### src/rtl/sat_counter.sv
// Saturating up-counter with synchronous clear; clear wins over increment.
module sat_counter #(
   parameter int W = 8
) (
   input  logic         clk,
   input  logic         reset_n,
   input  logic         inc,
   input  logic         clr,
   output logic [W-1:0] value
);

   // Count up on inc, hold at all-ones, clear on clr or reset.
   always_ff @(posedge clk) begin
      if (!reset_n) begin
         value <= '0;
      end else if (clr) begin
         value <= '0;
      end else if (inc && (value != {W{1'b1}})) begin
         value <= value + 1'b1;
      end
   end

endmodule

### config.mk
export PLATFORM = sky130hd
export DESIGN_NAME = sat_counter
export DESIGN_NICKNAME = d
export VERILOG_FILES = /design/src/rtl/sat_counter.sv
export SDC_FILE = /design/constraint.sdc
export NUM_CORES = 1
export LEC_CHECK = 0
export BUFFER_PORTS_ARGS = -buffer_cell sky130_fd_sc_hd__buf_2
export CAP_MARGIN = 20
export CORE_AREA = 2 2 39 41
export DETAILED_ROUTE_END_ITERATION = 6
export DIE_AREA = 0 0 41 43
export SYNTH_ARGS = -nofsm -noshare
export SYNTH_HDL_FRONTEND = slang
export SYNTH_SLANG_ARGS = --single-unit
### constraint.sdc
create_clock -name clk -period 2.02 [get_ports clk]
set_clock_uncertainty 0.2 [all_clocks]
set_input_delay 0.202 -clock clk [delete_from_list [all_inputs] [get_ports clk]]
set_output_delay 0.202 -clock clk [all_outputs]
set_load 0.005 [all_outputs]
* After elaboration in Yosys (flattened, before gate mapping)
Index checks and enable logic that the tools add are counted.
Storage, ports and cells: register bits after elaboration 8, output and inout bits 8
Operators by class: add/sub/neg operators 1, equality and inequality tests 1, bitwise logic cells 1, reductions and logical operators 2
Operator list (number):
- $add 8x1->8 const B | 1
- $ne 8x8->1 const B | 1
- $reduce_or 2->1 | 1
- $logic_and 1x1->1 | 1
- $not 1->1 | 1

* Depth between registers and ports, before layout
Gate-level depths: netlist of run 1.
word-level depth 2, mapped depth 4, mapped depth without buffers 4

* Worst setup path before layout of run 1
No wires, ideal clock.
path type register to register, from register value[0], to register value[5], library setup time 72 ps, arrival 1182 ps, data required time 1748 ps, path slack 566 ps, stages on the path, launching flop included 5, path through dfxtp_1 > ha_1 > and4_4 > a211oi_2 > mux2i_1
On the way: longest elaborated chain between the ends 2, elaborated cells between the ends (all ways) 3
Ends and longest elaborated chain:
- start, declared | line 9 | output logic [W-1:0] value
- start signal, assigned | line 19 | value <= value + 1'b1;
- parallel branches: the longest is 2 deep, another holds $add 8x1->8
Several ways; the timed one is not identified. A chain may end at the register's enable or synchronous reset.

* Worst setup path after layout of run 1
Same ends and word-level chain as after synthesis.

==> results of run 1 <==
[logic make-up (layout without fill, tap and decap cells)]
logic type,count (synthesis),count (layout),share of synthesized area [%]
AO/OA/AOI/OAI,12,12,19.0
AND/OR/NAND/NOR,22,22,32.9
flip-flops,8,8,38.0
multiplexers,3,3,7.12
buffers and inverters,0,14,0
adder cells (fa/ha/maj),1,1,2.97
[power groups by stage]
stage / Sequential, mW / Combinational (mW) / Clock, mW
after floorplan: 0.164 / 0.00851 / 0
after global placement: 0.164 / 0.0158 / 0
after detailed placement: 0.164 / 0.0161 / 0
after CTS: 0.161 / 0.0162 / 0.130
after global routing: 0.161 / 0.0177 / 0.135
final: 0.161 / 0.0158 / 0.126
[worst max-delay path, stage by stage (launching register included)]
cell      delay [ns]
dfxtp_1         0.35
ha_1            0.25
and4_4          0.23
a211oi_2        0.23
mux2i_1         0.20
[per-layer routing]
metal / vias to the layer above / GRT usage, % / wire, µm
li1: 208 / - / -
met1: 194 / 14.5 / 375
met2: 13 / 17.5 / 444
met3: 5 / 3.14 / 41
met4: 0 / 12.0 / 37
met5: - / 0 / 0
[per-stage QoR]
| stage | cells | util, % | power [mW] | worst slack, ns |
|---|---|---|---|---|
| after floorplan | 46 | - | 0.173 | 0.566 |
| after global routing | 76 | 37.5 | 0.314 | 0.415 |
| after detailed placement | 73 | 35.9 | 0.180 | 0.511 |
| after global placement | 73 | 35.9 | 0.180 | 0.554 |
| final | 76 | 37.5 | 0.303 | 0.492 |
| after CTS | 76 | 37.5 | 0.308 | 0.491 |
[cell type report]
| class | count | share of cell area, % |
|---|---|---|
| timing repair buffer | 11 | 10.6 |
| clock buffer | 3 | 4.34 |
| multi-input combinational | 38 | 50.4 |
| sequential | 8 | 30.8 |
| tap | 16 | 3.86 |
[worst max path at each step]
stage / depth (start not counted) / to / startpoint
finish: 4 / value[5] / value[0]
global route: 4 / value[5] / value[0]
CTS: 4 / value[5] / value[0]
detailed placement: 4 / value[5] / value[0]
global placement: 4 / value[5] / value[0]
floorplan: 4 / value[5] / value[0]
[cells in the final DEF, fill, tap and decap left out]
cell	n
a21boi_2	1
ha_1	1
nor2b_1	3
o21ai_0	2
dfxtp_1	8
a311oi_1	1
a211oi_2	1
and3_1	1
nand4_1	1
a31oi_1	2
mux2i_1	3
nand2b_1	3
and4_4	1
a21oi_1	5
clkbuf_4	3
nor3_1	2
and4_1	4
buf_2	11
nand2_1	5
nor2b_2	1
nand3_1	1
==> run metrics, run 1 <==
unrepaired setup endpoints after global routing no; vias in the first global route 353; drt first pass iters 4; Max-Cap Viols 0; synthesized area 422 µm²; Hold Slack 0.0600 ns; number of flops mapped to enable cells by yosys 0; predominant post-synthesis flop cell dfxtp_1; post-route design area 519 µm²; antenna fix cells 0; worst hold path depth 3; first-pass GRT wire length 1440 µm; CP Launch Type flip-flop; drt first-iter violations 9; origin of the critical flop-to-flop path value[0]; Row Count 14; I/O Buffers 11; Ports 12; Internal around 0.24 mW; fin. max-slew vios 0; Core Box Area 1380 µm²; Power Density slightly below 600 nW/µm²; Net Sw Frac 22.4%; maximum VDD drop around 0.00018 V; synth warn 0; setup TNS 0 ns; Tcrit/Tclk final 75.6%; WHS Endpoint value[7]; max reg flops 8; sequential cell area fraction in the yosys report 38.0%; Reg2Reg Setup Slack 0.49 ns; largest net degree at the start of global routing 10; antenna violations before repair 0; leakage power 0.224 nW; Layout Area Growth over Synthesis 23.1%; Worst-Margin Slew 0.525 ns; WL per Instance 11.8 µm; setup bufs post-CTS 0; gr ovfl total 0; Post-DP Area 497 µm²; syn avg cell area slightly above 9 µm²; worst reg2reg path depth 4; most frequent cell after synthesis dfxtp_1; PostCTS Resize Cnt 0; count of cell types in the netlist 19; syn nets 51; Post-Syn Instances between 40 and 50; Post-CTS Hold Buffers 0; DRC 0; Sw Pwr 0.0677 mW; FMAX between 600 and 700 MHz; outcome completed; Worst EP arrival 1.52 ns; die width 41 µm; H-tree Lvls 1; Reg2Reg Capture Point value[5]; fin nets 67; Yosys reg bits 8; Setup CP Type reg -> reg; Post-Route WL 897 µm; total track usage about 13%; Comb pwr share 5.2%; final hold viol count 0; Vias between 400 and 500; part of the power in the clock network between 40% and 50%; Post-DRT Antenna Nets 0; final setup fails 0; storage element area 160 µm²; Multi-input gate area 262 µm²; Sequential Power Share 53.2%; CTS sink cnt 8; Synth top area share 38.0%; worst hold start reset_n; share of layout cells above drive strength 1 30.0%; Crit Path Max Fanout 6; post-synth top area cell dfxtp_1; Reg clk slew, reported paths 0.05 ns; Synth top cells by count 8 x dfxtp_1, 5 x a21oi_1, 5 x nand2_1; Starting Density between 30% and 40%; Clock Root Buffer clkbuf_4; Die H 43 µm; Layout fillers 155; Via density 5.53; Synth area leaders dfxtp_1 38%, and4_1 8.3%, mux2i_1 7.1%, a21oi_1 5.9%, nand2_1 4.5%; fin crit period 1.53 ns; Hold Crit Class in -> reg; Most flops, register value; worst skew pair latency between 0.2 and 0.3 ns; CTS Buffer Depth 2; CP endpoint kind flip-flop; detailed placement HPWL 667 µm; total CTS buffers 3; biggest regs value (8); ys async rst share 0%; CTS tree built; max_slew headroom 64.9%; Die ar. 1760 µm²; worst path required time ~2 ns; GPL Wtd Cong 0.659
(Power assumes the default switching activity.)
==> inputs of run 2 (changes only) <==
==> constraint.sdc (replaced) <==
create_clock -name clk -period 1.2 [get_ports clk]
set_clock_uncertainty 0.2 [all_clocks]
set_input_delay 0.12 -clock clk [delete_from_list [all_inputs] [get_ports clk]]
set_output_delay 0.12 -clock clk [all_outputs]
set_load 0.005 [all_outputs]
==> run metrics, run 2 (synthesized netlist as in run 1, its figures left out) <==
Multi-input gate area slightly above 300 µm²; Die H 43 µm; Reg2Reg Capture Point value[5]; Non-Filler Instances 90; Ports 12; largest net degree at the start of global routing 9; drt first-iter violations 1; share of layout cells above drive strength 1 between 60% and 70%; Layout Area Growth over Synthesis 66.2%; Hold Crit Class in -> reg; violated checks setup timing; origin of the critical flop-to-flop path value[0]; Most flops, register value; Vias 472; Reg2Reg Setup Slack -0.13 ns; Setup CP Type reg -> reg; crit path cell chain ha_4 > and4_4 > a211oi_2 > mux2i_1; fin nets 81; final setup fails 8; DRC 0; detailed placement HPWL approximately 810 µm; worst hold start clr; Max-Cap Viols 0; first-pass GRT wire length 1880 µm; total CTS buffers 3; max_slew headroom just under 90%; final setup margin -0.128 ns; Hold Slack 0.0117 ns; die width 41 µm; vias in the first global route 425; fin crit period 1.33 ns; outcome complete, but fails checks; WL per Instance ~13 µm; worst setup path startpoint value[0]; storage element area 169 µm²; Row Count 14; Layout fillers 137; worst path required time 1.19 ns; Post-Route WL ~1200 µm; Starting Density approximately 30%; drt first pass iters 3; worst reg2reg path depth 4; Worst EP arrival 1.32 ns; Tcrit/Tclk final 111%; Die ar. 1760 µm²; Critical Path Slowest Stage Cell dfxtp_2; GPL Wtd Cong 0.642; worst setup path endpoint value[5]; Post-DRT Antenna Nets 0; dpl cells 85; max reg flops 8; FMAX 753 MHz; leakage power 0.299 nW; antenna fix cells 0; Clock Root Buffer clkbuf_4; CTS Buffer Depth 2; worst hold path depth 3; gr ovfl total 0; I/O Buffers 11; Reg clk slew, reported paths 0.06 ns; Power Density 747 nW/µm²; CP Launch Type flip-flop; worst skew pair latency 0.26 ns; Core Box Area 1380 µm²; CTS tree built; CP peak stage delay 0.33 ns; Worst-Margin Slew 0.184 ns; CP endpoint kind flip-flop; Crit Path Max Fanout 4; CTS sink cnt 8; Via density 5.24; maximum VDD drop about 0.00031 V; H-tree Lvls 1; total track usage between 10% and 20%; final hold viol count 0; antenna violations before repair 0; fin. max-slew vios 0; commonest non-fill, non-tap cells in the layout 10 x buf_2, 10 x buf_4, 5 x nand2_1, 4 x buf_6, 4 x dfxtp_2; biggest regs value (8); unrepaired setup endpoints after global routing yes
run 2: cell types whose count changed in the layout (fill, tap and decap cells not counted), moves of 2 or more:
cell | before | now
a21oi_2 | 0 | 2
a21oi_1 | 5 | 3
and4_4 | 1 | 3
o21ai_1 | 0 | 2
dfxtp_1 | 8 | 3
dfxtp_2 | 0 | 4
o21ai_0 | 2 | 0
and4_1 | 4 | 2
buf_4 | 0 | 10
buf_6 | 0 | 4
run 2: critical path, delay by kind of cell, from the launching register on:
family                     cells  cell delay [ns]
adders and majority gates      1             0.16
AOI/OAI and AO/OA              1             0.21
DFF                            1             0.33
muxes                          1             0.20
and+or+nand+nor                1             0.16
run 2: per-layer routing:
| layer | share of wire (%) | wire [µm] | up-vias | global-route usage [%] |
|---|---|---|---|---|
| met4 | 2.1 | 24 | 0 | 10.7 |
| met5 | 0 | 0 | - | 0 |
| li1 | - | - | 235 | - |
| met2 | 49 | 568 | 12 | 20.9 |
| met3 | 3.4 | 39 | 4 | 3.66 |
| met1 | 45 | 526 | 221 | 21.6 |
run 2: final cells by class:
class | instances | area share (%)
multi-input cells | 38 | 44.1
flip-flops and latches | 8 | 24.1
repair buffers | 25 | 25.7
clock buffers | 3 | 3.21
well taps | 16 | 2.86
run 2: worst min-delay path by stage:
stage	slack (ns)	to
2_1_floorplan	0.10	value[7]
4_1_cts	0.02	value[7]
5_1_grt	0.02	value[6]
3_5_place_dp	0.25	value[7]
6_report	0.01	value[7]
3_3_place_gp	0.27	value[7]
run 2: metrics by stage:
stage	setup slack [ns]	util, %	power (mW)	setup TNS, ns	area [µm²]
finish	-0.128	50.6	0.523	-0.558	701
CTS	-0.140	49.4	0.533	-0.668	683
global route	-0.195	50.6	0.551	-1.04	701
floorplan	-0.135	-	0.293	-0.622	437
global placement	-0.149	43.5	0.311	-0.679	602
detailed placement	-0.163	43.5	0.312	-0.808	602
run 2: power by group:
group          total (mW)  switching (mW)  internal, mW
clock network       0.214          0.0988         0.115
registers           0.269         0.00249         0.266
logic              0.0407          0.0192        0.0214
run 2: what timing repair did:
item                                    CTS  global route
gates cloned                              0             0
gates resized for setup                  13             6
hold endpoints to repair                  3             0
endpoints found under the setup margin   11            13
hold buffers                              1             0
buffers inserted                          1             0
pin swaps                                 5             6
